**config.mk**
```make
export PLATFORM = sky130hd
export DESIGN_NAME = bus_arbiter
export DESIGN_NICKNAME = d
export VERILOG_FILES = /design/src/rtl/bus_arbiter.sv
export SDC_FILE = /design/constraint.sdc
export NUM_CORES = 1
export LEC_CHECK = 0
export ABC_CLOCK_PERIOD_IN_PS = 2400
export CORE_AREA = 3 3 121 123
export DETAILED_ROUTE_END_ITERATION = 10
export DIE_AREA = 0 0 124 126
export PLACE_DENSITY_LB_ADDON = 0.2
export SLEW_MARGIN = 5
export SYNTH_ARGS = -nofsm -noshare
export SYNTH_HDL_FRONTEND = slang
export SYNTH_SLANG_ARGS = --single-unit
export TNS_END_PERCENT = 100
```
**constraint.sdc**
```tcl
create_clock -name clk -period 2.4 [get_ports clk]
set_clock_uncertainty 0.1 [all_clocks]
set_input_delay 0.72 -clock clk [delete_from_list [all_inputs] [get_ports clk]]
set_output_delay 0.72 -clock clk [all_outputs]
set_load 0.02 [all_outputs]
```
**src/rtl/bus_arbiter.sv**
```systemverilog
// bus_arbiter
//   Two-master, one-slave round-robin bus arbiter with an optional
//   transaction timeout.
//
//   Ports
//     clk, rst_n                    clock, asynchronous active-low reset
//     m0_* / m1_*  (in)             addr, wdata, wmask, wen, ren of each master
//     m0_rdata / m1_rdata  (out)    read data back to each master
//     m0_done / m1_done    (out)    one-cycle completion pulse per master
//     s_addr..s_ren        (out)    shared slave request (mirror of the owner)
//     s_rdata, s_done      (in)     slave response
//     grant                (out)    one-hot owner, 2'b00 when idle; this is
//                                   the FSM state itself
//     timeout_err          (out)    sticky: some transaction was aborted
//     err_master           (out)    owner of the most recent aborted transaction
//
//   Handshake: a master requests by holding ren and/or wen high until it sees
//   its done pulse. The slave completes by raising s_done for one cycle while
//   s_ren or s_wen is high; s_done seen while idle is ignored. There is always
//   one idle cycle between consecutive grants.
module bus_arbiter #(
  parameter int unsigned TIMEOUT    = 0,
  parameter logic [31:0] ABORT_DATA = 32'hDEADBEEF
) (
  input  logic        clk,
  input  logic        rst_n,
  input  logic [31:0] m0_addr,
  input  logic [31:0] m0_wdata,
  input  logic [3:0]  m0_wmask,
  input  logic        m0_wen,
  input  logic        m0_ren,
  output logic [31:0] m0_rdata,
  output logic        m0_done,
  input  logic [31:0] m1_addr,
  input  logic [31:0] m1_wdata,
  input  logic [3:0]  m1_wmask,
  input  logic        m1_wen,
  input  logic        m1_ren,
  output logic [31:0] m1_rdata,
  output logic        m1_done,
  output logic [31:0] s_addr,
  output logic [31:0] s_wdata,
  output logic [3:0]  s_wmask,
  output logic        s_wen,
  output logic        s_ren,
  input  logic [31:0] s_rdata,
  input  logic        s_done,
  output logic [1:0]  grant,
  output logic        timeout_err,
  output logic        err_master
);

  // Encoding equals the grant vector so grant is a direct view of the state.
  typedef enum logic [1:0] {
    IDLE = 2'b00,
    GNT0 = 2'b01,
    GNT1 = 2'b10
  } state_t;

  localparam bit          TO_EN   = (TIMEOUT != 0);
  localparam logic [15:0] TO_LAST = TO_EN ? 16'(TIMEOUT - 1) : 16'd0;

  state_t      state;
  logic        last_gnt;   // master granted most recently; 1 after reset
  logic [15:0] cnt;        // GNT cycles elapsed without s_done

  logic req0, req1, granted, sel1, req_sel, fin, abort;

  assign req0    = m0_ren | m0_wen;
  assign req1    = m1_ren | m1_wen;
  assign granted = (state == GNT0) || (state == GNT1);
  assign sel1    = (state == GNT1);
  assign req_sel = sel1 ? req1 : req0;

  // A dropped request masks s_done: the slave sees no ren/wen then.
  assign fin   = granted && req_sel && s_done;
  assign abort = granted && req_sel && !s_done && TO_EN && (cnt == TO_LAST);

  assign grant = state;

  always_comb begin
    s_addr  = 32'd0;
    s_wdata = 32'd0;
    s_wmask = 4'd0;
    s_wen   = 1'b0;
    s_ren   = 1'b0;
    case (state)
      GNT0: begin
        s_addr  = m0_addr;
        s_wdata = m0_wdata;
        s_wmask = m0_wmask;
        s_wen   = m0_wen;
        s_ren   = m0_ren;
      end
      GNT1: begin
        s_addr  = m1_addr;
        s_wdata = m1_wdata;
        s_wmask = m1_wmask;
        s_wen   = m1_wen;
        s_ren   = m1_ren;
      end
      default: ;
    endcase
  end

  assign m0_done  = (state == GNT0) && (fin || abort);
  assign m1_done  = (state == GNT1) && (fin || abort);
  assign m0_rdata = ((state == GNT0) && abort) ? ABORT_DATA : s_rdata;
  assign m1_rdata = ((state == GNT1) && abort) ? ABORT_DATA : s_rdata;

  always_ff @(posedge clk or negedge rst_n) begin
    if (!rst_n) begin
      state       <= IDLE;
      last_gnt    <= 1'b1;
      cnt         <= 16'd0;
      timeout_err <= 1'b0;
      err_master  <= 1'b0;
    end else begin
      case (state)
        IDLE: begin
          cnt <= 16'd0;
          if (req0 && req1) state <= last_gnt ? GNT0 : GNT1;
          else if (req0)    state <= GNT0;
          else if (req1)    state <= GNT1;
        end
        default: begin
          if (!req_sel || fin || abort) begin
            state    <= IDLE;
            last_gnt <= sel1;
            if (abort) begin
              timeout_err <= 1'b1;
              err_master  <= sel1;
            end
          end else begin
            cnt <= cnt + 16'd1;
          end
        end
      endcase
    end
  end

endmodule

```
# ---- Word-level counts from Yosys, hierarchy flattened
# Index checks and enable logic that the tools add are counted.
dict set report totals {
  ff_bits 3
  inputBits 175
  out_inout_bits 140
}
dict set report op_classes {
  n_eq_ne 3
  n_mux 12
  bitwise_logic 3
  n_reduce_logical 12
}
# op n
set op_table {}
lappend op_table {{32-bit one-hot mux with 2 select lines} 2}
lappend op_table {{2-bit 2-to-1 mux} 6}
lappend op_table {{4-bit one-hot mux with 2 select lines} 1}
lappend op_table {{1-bit logical AND} 5}
lappend op_table {{4-bit != test (second input constant)} 1}
lappend op_table {{1-bit one-hot mux with 2 select lines} 2}
lappend op_table {{2-bit AND reduction} 2}
lappend op_table {{2-bit by 1-bit == test with 1-bit output (second input constant)} 1}
lappend op_table {{2-bit == test (second input constant)} 1}
lappend op_table {{2-bit zero test} 1}
lappend op_table {{1-bit logical OR} 2}
lappend op_table {{1-bit bitwise OR} 2}
lappend op_table {{2-bit nonzero test} 1}
lappend op_table {{1-bit zero test} 1}
lappend op_table {{1-bit 2-to-1 mux} 1}
lappend op_table {{1-bit NOT} 1}

# ---- Depth between registers and ports, before layout
# Gate-level depths: netlist (run 1).
dict set report logic_depth {
  depth_word 7
  mapped_depth 6
  mapped_depth_nobuf 5
}

# ---- Least setup slack after synthesis (run 1)
# No wires, ideal clock.
dict set report synth_timing {
  path_type {reg-to-output}
  from {reg state[0] (netlist: grant[0])}
  to {out m0_done}
  arrival_time_ns 1.692
  required_ns 1.580
  slack_ns -0.112
  stages_incl_launch_ff 6
  n_path_buf 2
  path_cell_list {dfrtp_1 > inv_1 > ha_1 > buf_4 > buf_4 > a211oi_1}
}
dict set report synth_between {
  elab_chain_cells 5
}
# element line_no
set synth_lines {}
lappend synth_lines {{from (decl)} 63} ;# state_t state;
lappend synth_lines {{from (signal assigned)} 122} ;# if (req0 && req1) state <= last_gnt ? GNT0 : GNT1;
lappend synth_lines {{2-bit == test (*)} 72} ;# assign sel1 = (state == GNT1);
lappend synth_lines {{via sel1} 67} ;# logic req0, req1, granted, sel1, req_sel, fin, abort;
lappend synth_lines {{1-bit 2-to-1 mux or 1-bit logical OR (tied branches)} {73, 71}}
lappend synth_lines {{1-bit logical AND (*)} -}
lappend synth_lines {{1-bit logical AND (*)} 76} ;# assign fin = granted && req_sel && s_done;
lappend synth_lines {{1-bit logical AND (*)} 106} ;# assign m0_done = (state == GNT0) && (fin || abort);
lappend synth_lines {{to (decl)} 33} ;# output logic m0_done,
# Mark *: on every way through the listed nets, which the timed path passes. The rest lies on a longest branch.

# ---- Final worst setup path (run 1)
dict set report layout_timing {
  from {reg state[1] (netlist: grant[1])}
  to {out s_wdata[5]}
}
dict set report layout_between {
  elab_chain_cells 2
}
# element line_no
set layout_lines {}
lappend layout_lines {{2-bit == test} -}
lappend layout_lines {{via sel1} 67}
lappend layout_lines {{32-bit one-hot mux with 2 select lines} 87} ;# case (state)
lappend layout_lines {{to (decl)} 42} ;# output logic [31:0] s_wdata,
# The timed path passes the listed nets, and every way through them passes these cells.

==> impl_metrics.toml, run 1 <==
[status]
status = "complete, but fails checks"
violations = "negative setup slack"

[global_route]
grt_antenna_before_repair = 0
grt_pass1_wl_um = 13500
grt_usage = 0.107
grt-ovfl-total = 0
grt_pass1_vias = 2561
grt_max_degree = 36

[sta]
final.setup.worst_slack_ns = -0.0795
max_freq_mhz = 403
hold_violations = 0
period_share = 1.03
setup_violations = 52
period_needed_ns = 2.48
slew_violations = 0
rsz0062_at_grt = "true"

[critical_path]
crit_path_top_delay_cell = "dfrtp_1"
r2r_setup_slack_ns = 0.47
crit_fanout = 5
cp-start-kind = "flip-flop"
worst_setup_path_end_kind = "primary output"
reg2regPathDepth = 8
cp_common_cell = "buf_6"
max_stage_delay_ns = 0.39
required_ns = 1.58
reg2reg_to = "grant[0]$_DFFE_PN0P_"
arrival_ns = 1.66
criticalPathCategory = "reg2out"
reg2reg_from = "grant[1]$_DFFE_PN0P_"
crit_chain = "buf_6 -> ha_4 -> buf_12 -> buf_12 -> buf_6 -> a22oi_2 -> nor2b_2 -> buf_6"

[power]
power.density_nw_per_um2 = 1120
ir_drop_mv = 0.635
power.leakage_nw = 1.92

[logic_synthesis]
synthAdderAreaFrac = 0.0201
synth_ff_type = "dfrtp_1"
synthXorXnorAreaFrac = 0
ys_warn_count = 0
synth_top_family_by_area = "buffers and inverters"
synth_compound_area_frac = 0.335
synthArstFlopShare = 1.00
seq_area_frac_synth = 0.0408
avgSynthCellArea_sq_um = 7.17
synth_cells = 261
synth_cell_types = 28
synth-edff-count = 0
ys_ff_latch = 3
synth_area_sq_um = 1870
yosys.area_share.simple = 0.261
synthMuxAreaShare = 0

[clocking]
clk_pin_slew_ns = 0.03
tritoncts = "built"
cts_buffers = 3
cts_buffer_depth = 2
cts.sinks = 3
cts_root_buf = "clkbuf_16"
htree_levels = 1
clock_latency_ns = 0.23

[run]
maxCapViolations = 0

[final_layout]
utilization = 0.371
num-nets-final = 630
area_growth_pct = 173
layout_commonest_cell = "clkdlybuf4s50_1"
nFillCells = 1412
layout-drive-gt1-share = 0.632
final_cell_mix = "138 x clkdlybuf4s50_1, 70 x a22oi_2, 69 x nor2b_2"
final_area_sq_um = 5120
antenna_cells = 0

[placement]
hpwlAfterDp_um = 7140
pre_cts_slack_ns = -0.583
gp_congestion = 0.725
place_area_sq_um = 4050
io_buffers = 216

[drt]
wl_um = 11700
vias_per_cell = 4.17
detail-route-antenna-nets = 0
drt_iter0_drc = 54
firstDrtPassIters = 3
vias = 2629
wl_per_cell_um = 18.6
drc = 0

[min_path]
min-delay-start = "last_gnt$_DFFE_PN1P_"
hold_depth = 1
min_to = "last_gnt$_DFFE_PN1P_"
worstHoldPathType = "reg2reg"

[die]
fp-row-count = 43
ios = 315
die_w_um = 124
coreArea_sq_um = 13800
initial_utilization = 0.136
die_h_um = 126
die_area_sq_um = 15600
==> registers in the layout (all words and copies together) (netlist names) <==
| signal | cells |
|---|---|
| last_gnt | 1 |
| grant | 2 |
==> repair_timing <==
item,CTS,global route
buffers inserted,3,17
gates resized for setup,365,117
cloned,2,19
setup endpoints to repair,72,71
pin swaps,4,24
hold buffers,0,0
==> report_power, final <==
part / internal [W] / switching [W] / total, W
Clock: 0.000219 / 0.0000469 / 0.000266
Sequential: 0.0000721 / 0.0000163 / 0.0000885
Combinational: 0.00298 / 0.00242 / 0.00539
==> worst max path at each step <==
stage,cells past startpoint,endpoint,start,slack [ns]
after floorplan,5,s_addr[0],grant[0]$_DFFE_PN0P_,0.05
after global placement,4,m0_done,m1_wen,-0.60
after detailed placement,4,m0_done,m1_wen,-0.58
after CTS,6,s_wdata[0],grant[1]$_DFFE_PN0P_,-0.12
after global routing,8,s_wdata[5],grant[1]$_DFFE_PN0P_,-0.13
final,8,s_wdata[5],grant[1]$_DFFE_PN0P_,-0.08
==> final cells by class <==
cell class	instances	area, sq um	area share
clock buffer	4	78.8	0.0154
inverter	3	11.3	0.00220
multi-input combinational	166	1740	0.340
sequential	3	76.3	0.0149
tap	180	225	0.0440
timing repair buffer	275	2990	0.584
==> critical path: cells and delay by family, from the launching register on <==
kind / cells / cell delay [ns]
flip-flops: 1 / 0.39
buffers and inverters: 5 / 0.64
AND/OR/NAND/NOR: 1 / 0.07
adder cells (fa/ha/maj): 1 / 0.16
AO/OA/AOI/OAI: 1 / 0.16
==> stage by stage <==
step	TNS, ns	cells	power [W]	hold WS [ns]
2_1_floorplan	0	262	0.00241	0.324
3_3_place_gp	-29.90	587	0.00385	0.427
3_5_place_dp	-30.32	587	0.00386	0.428
4_1_cts	-2.18	596	0.00423	0.432
5_1_grt	-5.09	631	0.00607	0.443
6_report	-1.66	631	0.00575	0.430
==> cell families (layout without fill, tap and decap cells) <==
logic type / Yosys count / count (layout)
AO/OA/AOI/OAI: 83 / 83
buffers and inverters: 93 / 282
flip-flops: 3 / 3
adder cells (fa/ha/maj): 3 / 3
other: 1 / 2
AND/OR/NAND/NOR: 78 / 78
==> layer usage <==
layer / wire, um / vias to the layer above / GRT usage / part of all wire
met3: 871 / 25 / 0.0296 / 0.074
met5: 0 / - / 0 / 0
met2: 6210 / 112 / 0.212 / 0.53
met1: 4500 / 1247 / 0.109 / 0.38
met4: 144 / 0 / 0.0238 / 0.012
li1: - / 1245 / - / -
==> cells in the mapped netlist, drive strengths merged (2+ instances only) <==
master | count | area share
ha | 3 | 0.020
o21ai | 2 | 0.0053
nor2 | 2 | 0.0080
a211oi | 2 | 0.0080
clkbuf | 7 | 0.014
dfrtp | 2 | 0.027
inv | 3 | 0.0060
a21oi | 2 | 0.0053
buf | 83 | 0.32
a22oi | 70 | 0.28
nor2b | 70 | 0.23
nand2 | 2 | 0.0040
Power figures use the tool's default switching activity.
==> inputs of run 2 (changes only) <==
PLACE_DENSITY_LB_ADDON = default   (was 0.2)
==> run 2 against run 1 <==
  * Sequential power is 4.4% lower
  * Total power decreased by 22%
  * Register-to-register slack gained 0.08 ns
  * The flow still finishes with violations (negative setup slack)
  * Wire length is 20% lower
  * Global-route usage down 1.3 points
  * Critical path type is now in2out
  * First-iteration DRC count is 5.6% lower
  * Die area unchanged
  * Hold slack gained 0.0092 ns
==> impl_metrics.toml, run 2 (synthesis gave the netlist of run 1 again) <==
[global_route]
grt_pass1_wl_um = 12200
grt_max_degree = 39
grt-ovfl-total = 0
grt_usage = 0.0941
grt_pass1_vias = 2441
grt_antenna_before_repair = 0

[critical_path]
arrival_ns = 1.66
cp-start-kind = "primary input"
worst_setup_path_end_kind = "primary output"
required_ns = 1.58
criticalPathCategory = "in2out"
crit_fanout = 1

[power]
power.density_nw_per_um2 = 1010
p_clk_frac = 0.058
switching_share = 0.459
power.leakage_nw = 1.71
p_comb_frac = 0.923
p_switching_w = 0.00206
ir_drop_mv = 0.529
intPower_w = 0.00242
fin_total_pwr_w = 0.00448
pwr-share-seq = 0.019

[final_layout]
antenna_cells = 0
layout-drive-gt1-share = 0.552
layout_commonest_cell = "clkdlybuf4s50_1"
num-nets-final = 601
finalNonFillerCells = 602
nFillCells = 1448
multi_input_area_sq_um = 1620
largest_reg_flops = 2
area_growth_pct = 137
final_cell_mix = "128 x clkdlybuf4s50_1, 70 x nor2b_2, 54 x buf_4"
regArea_sq_um = 76.3
utilization = 0.321

[drt]
wl_per_cell_um = 15.7
detail-route-antenna-nets = 0
drc = 0
vias = 2459
wl_um = 9430
drt_iter0_drc = 51
vias_per_cell = 4.08
firstDrtPassIters = 4

[sta]
period_share = 1.03
slew_violations = 0
hold_violations = 0
setup_violations = 17
whs_ns = 0.439
max_freq_mhz = 403
rsz0062_at_grt = "true"
period_needed_ns = 2.48
final.setup.worst_slack_ns = -0.0829

[clocking]
cts_buffers = 3
cts_buffer_depth = 2
clock_latency_ns = 0.22
cts.sinks = 3
clk_pin_slew_ns = 0.03
tritoncts = "built"
cts_root_buf = "clkbuf_16"
htree_levels = 1
hold_buffers = 0

[run]
maxCapViolations = 0

[status]
status = "complete, but fails checks"
violations = "negative setup slack"

[die]
fp-row-count = 43
die_w_um = 124
die_area_sq_um = 15600
ios = 315
coreArea_sq_um = 13800
die_h_um = 126
initial_utilization = 0.136

[min_path]
worstHoldPathType = "reg2reg"

[placement]
io_buffers = 216
gp_congestion = 0.781
dp_cells = 586
hpwlAfterDp_um = 6810
[run 2: cell types whose count changed in the layout (fill, tap and decap cells not counted), sizes merged]
cell,delta
buf,-26
clkbuf,-10
clkdlybuf4s50,-10
dlymetal6s2s,+9
clkdlybuf4s15,+7
dlygate4sd2,+1
[run 2: final timing paths]
kind	start	end	slack [ns]	depth (start not counted)
max in group asynchronous	rst_n	last_gnt$_DFFE_PN1P_	1.38	1
min in group asynchronous	rst_n	grant[1]$_DFFE_PN0P_	0.59	1
min reg2reg	last_gnt$_DFFE_PN1P_	last_gnt$_DFFE_PN1P_	0.44	1
min	last_gnt$_DFFE_PN1P_	last_gnt$_DFFE_PN1P_	0.44	1
max	m0_wdata[30]	s_wdata[30]	-0.08	4
max reg2reg	grant[1]$_DFFE_PN0P_	grant[0]$_DFFE_PN0P_	0.55	7
[run 2: metal layers]
| layer | vias to the layer above | wire [um] | track usage |
|---|---|---|---|
| li1 | 1183 | - | - |
| met1 | 1167 | 3380 | 0.101 |
| met2 | 98 | 5280 | 0.190 |
| met3 | 11 | 726 | 0.0184 |
| met4 | 0 | 42 | 0.0122 |
| met5 | - | 0 | 0 |
[run 2: final cells by class]
type / instances / share of cell area
inverter: 3 / 0.00254
sequential: 3 / 0.0172
multi-input combinational: 166 / 0.366
timing repair buffer: 246 / 0.546
tap: 180 / 0.0509
clock buffer: 4 / 0.0178
[run 2: worst max-delay path: stages]
cell and delay [ns]:
clkdlybuf4s50_1 0.49, a22oi_1 0.08, nor2b_2 0.11, clkdlybuf4s15_2 0.26
[run 2: stage by stage]
step	setup TNS [ns]	setup WS, ns	area, sq um
2_1_floorplan	0	0.0483	2060
3_3_place_gp	-29.91	-0.588	4040
3_5_place_dp	-30.56	-0.589	4040
4_1_cts	-7.86	-0.184	4220
5_1_grt	-2.75	-0.143	4430
6_report	-0.728	-0.0829	4430
[run 2: power groups by stage]
stage               Sequential [W]  Clock, W  Combinational (W)
floorplan                 0.000103         0            0.00231
global placement         0.0000816         0            0.00370
CTS                      0.0000814  0.000265            0.00367
global route             0.0000876  0.000272            0.00440
detailed placement       0.0000815         0            0.00374
finish                   0.0000846  0.000260            0.00414
[run 2: what timing repair did]
item / in CTS / in global routing
resized for setup: 235 / 185
cloned: 0 / 3
buffers inserted: 0 / 9
pin swaps: 0 / 18
endpoints found under the setup margin: 72 / 72
==> inputs of run 3 (changes only) <==
RECOVER_POWER = 50   (was default)
==> run 3 against run 2 <==
  * The flow still finishes with violations (negative setup slack)
  * Fmax stayed put
  * Wire length unchanged
  * Combinational power hardly changed
  * Non-clock buffer count unchanged
  * Clock power barely moved
  * Via count unchanged
  * Setup slack unchanged
==> impl_metrics.toml, run 3 (synthesis gave the netlist of run 1 again) <==
[sta]
tns_ns = -0.728
rsz0062_at_grt = "true"
hold_violations = 0
final.setup.worst_slack_ns = -0.0829
slew_violations = 0
period_share = 1.03
max_freq_mhz = 403
setup_violations = 17
period_needed_ns = 2.48

[final_layout]
layout-drive-gt1-share = 0.552
num-nets-final = 601
final_cell_mix = "127 x clkdlybuf4s50_1, 70 x nor2b_2, 54 x buf_4"
area_growth_pct = 137
antenna_cells = 0
layout_commonest_cell = "clkdlybuf4s50_1"
nFillCells = 1448
largest_reg_flops = 2

[clocking]
cts_buffers = 3
cts_root_buf = "clkbuf_16"
tritoncts = "built"
clk_pin_slew_ns = 0.03
htree_levels = 1
clock_latency_ns = 0.22
cts_buffer_depth = 2
hold_buffers = 0
cts.sinks = 3

[die]
fp-row-count = 43
die_w_um = 124
ios = 315
die_h_um = 126
coreArea_sq_um = 13800
die_area_sq_um = 15600
initial_utilization = 0.136

[status]
violations = "negative setup slack"
status = "complete, but fails checks"

[placement]
io_buffers = 216
pre_cts_slack_ns = -0.589
hpwlAfterDp_um = 6810
gp_congestion = 0.781

[drt]
wl_per_cell_um = 15.7
wl_um = 9430
drt_iter0_drc = 51
drc = 0
detail-route-antenna-nets = 0
firstDrtPassIters = 4
vias = 2459
vias_per_cell = 4.08

[min_path]
hold_depth = 1
min_to = "last_gnt$_DFFE_PN1P_"
worstHoldPathType = "reg2reg"
min-delay-start = "last_gnt$_DFFE_PN1P_"

[power]
pwr-share-seq = 0.019
power.leakage_nw = 1.71
ir_drop_mv = 0.529
p_switching_w = 0.00206
p_comb_frac = 0.923
p_clk_frac = 0.058
intPower_w = 0.00242
power.density_nw_per_um2 = 1010
switching_share = 0.459

[critical_path]
crit_fanout = 1
criticalPathCategory = "in2out"
arrival_ns = 1.66
reg2reg_to = "grant[0]$_DFFE_PN0P_"
max_stage_delay_ns = 0.49
required_ns = 1.58
reg2regPathDepth = 7
cp-start-kind = "primary input"
crit_path_top_delay_cell = "clkdlybuf4s50_1"
crit_chain = "clkdlybuf4s50_1 -> a22oi_1 -> nor2b_2 -> clkdlybuf4s15_2"
r2r_setup_slack_ns = 0.55
worst_setup_path_end_kind = "primary output"
reg2reg_from = "grant[1]$_DFFE_PN0P_"

[global_route]
grt_usage = 0.0941
grt-ovfl-total = 0
grt_pass1_wl_um = 12200
grt_pass1_vias = 2441
grt_max_degree = 39
grt_antenna_before_repair = 0

[run]
maxCapViolations = 0
-- run 3: area by class of cell --
type	count	area (sq um)	share of cell area
Clock buffer	4	78.8	0.0178
Inverter	3	11.3	0.00254
Multi-Input combinational cell	166	1620	0.366
Sequential cell	3	76.3	0.0172
Tap cell	180	225	0.0509
Timing Repair Buffer	246	2420	0.546
-- run 3: how the worst max path moves through the flow --
| stage | from | end | slack [ns] |
|---|---|---|---|
| 2_1_floorplan | grant[0]$_DFFE_PN0P_ | s_addr[0] | 0.05 |
| 3_3_place_gp | m1_wen | m0_done | -0.59 |
| 3_5_place_dp | m1_wen | m0_done | -0.59 |
| 4_1_cts | grant[0]$_DFFE_PN0P_ | s_addr[22] | -0.18 |
| 5_1_grt | m0_addr[30] | s_addr[30] | -0.14 |
| 6_report | m0_wdata[30] | s_wdata[30] | -0.08 |
-- run 3: per-stage QoR --
stage	utilization	instance area, sq um	hold WS (ns)	std cells	total power (W)
6_report	0.321	4430	0.439	602	0.00448
5_1_grt	0.321	4430	0.459	602	0.00476
4_1_cts	0.307	4220	0.447	590	0.00402
3_5_place_dp	0.293	4040	0.442	586	0.00382
3_3_place_gp	0.293	4040	0.424	586	0.00378
2_1_floorplan	-	2060	0.324	262	0.00241
-- run 3: power groups by stage --
stage | registers (W) | logic [W] | clock network, W
after detailed placement | 0.0000815 | 0.00374 | 0
final | 0.0000846 | 0.00413 | 0.000260
after global routing | 0.0000876 | 0.00440 | 0.000272
after CTS | 0.0000814 | 0.00367 | 0.000265
after global placement | 0.0000816 | 0.00370 | 0
after floorplan | 0.000103 | 0.00231 | 0
-- run 3: repair_timing --
| action | in CTS | in global routing |
|---|---|---|
| endpoints found under the setup margin | 72 | 72 |
| buffers inserted | 0 | 9 |
| pin swaps | 0 | 18 |
| gates cloned | 0 | 3 |
| resized for setup | 235 | 185 |
-- run 3: critical path, delay by kind of cell --
| kind | cells | cell delay (ns) |
|---|---|---|
| AND/OR/NAND/NOR | 1 | 0.11 |
| buffers and inverters | 2 | 0.75 |
| AO/OA/AOI/OAI | 1 | 0.08 |
-- run 3: metal layers --
metal,up-vias,part of all wire,GRT usage,wire (um)
met2,98,0.56,0.190,5280
met3,11,0.077,0.0184,726
met4,0,0.0045,0.0122,42
met1,1167,0.36,0.101,3380
li1,1183,-,-,-
met5,-,0,0,0
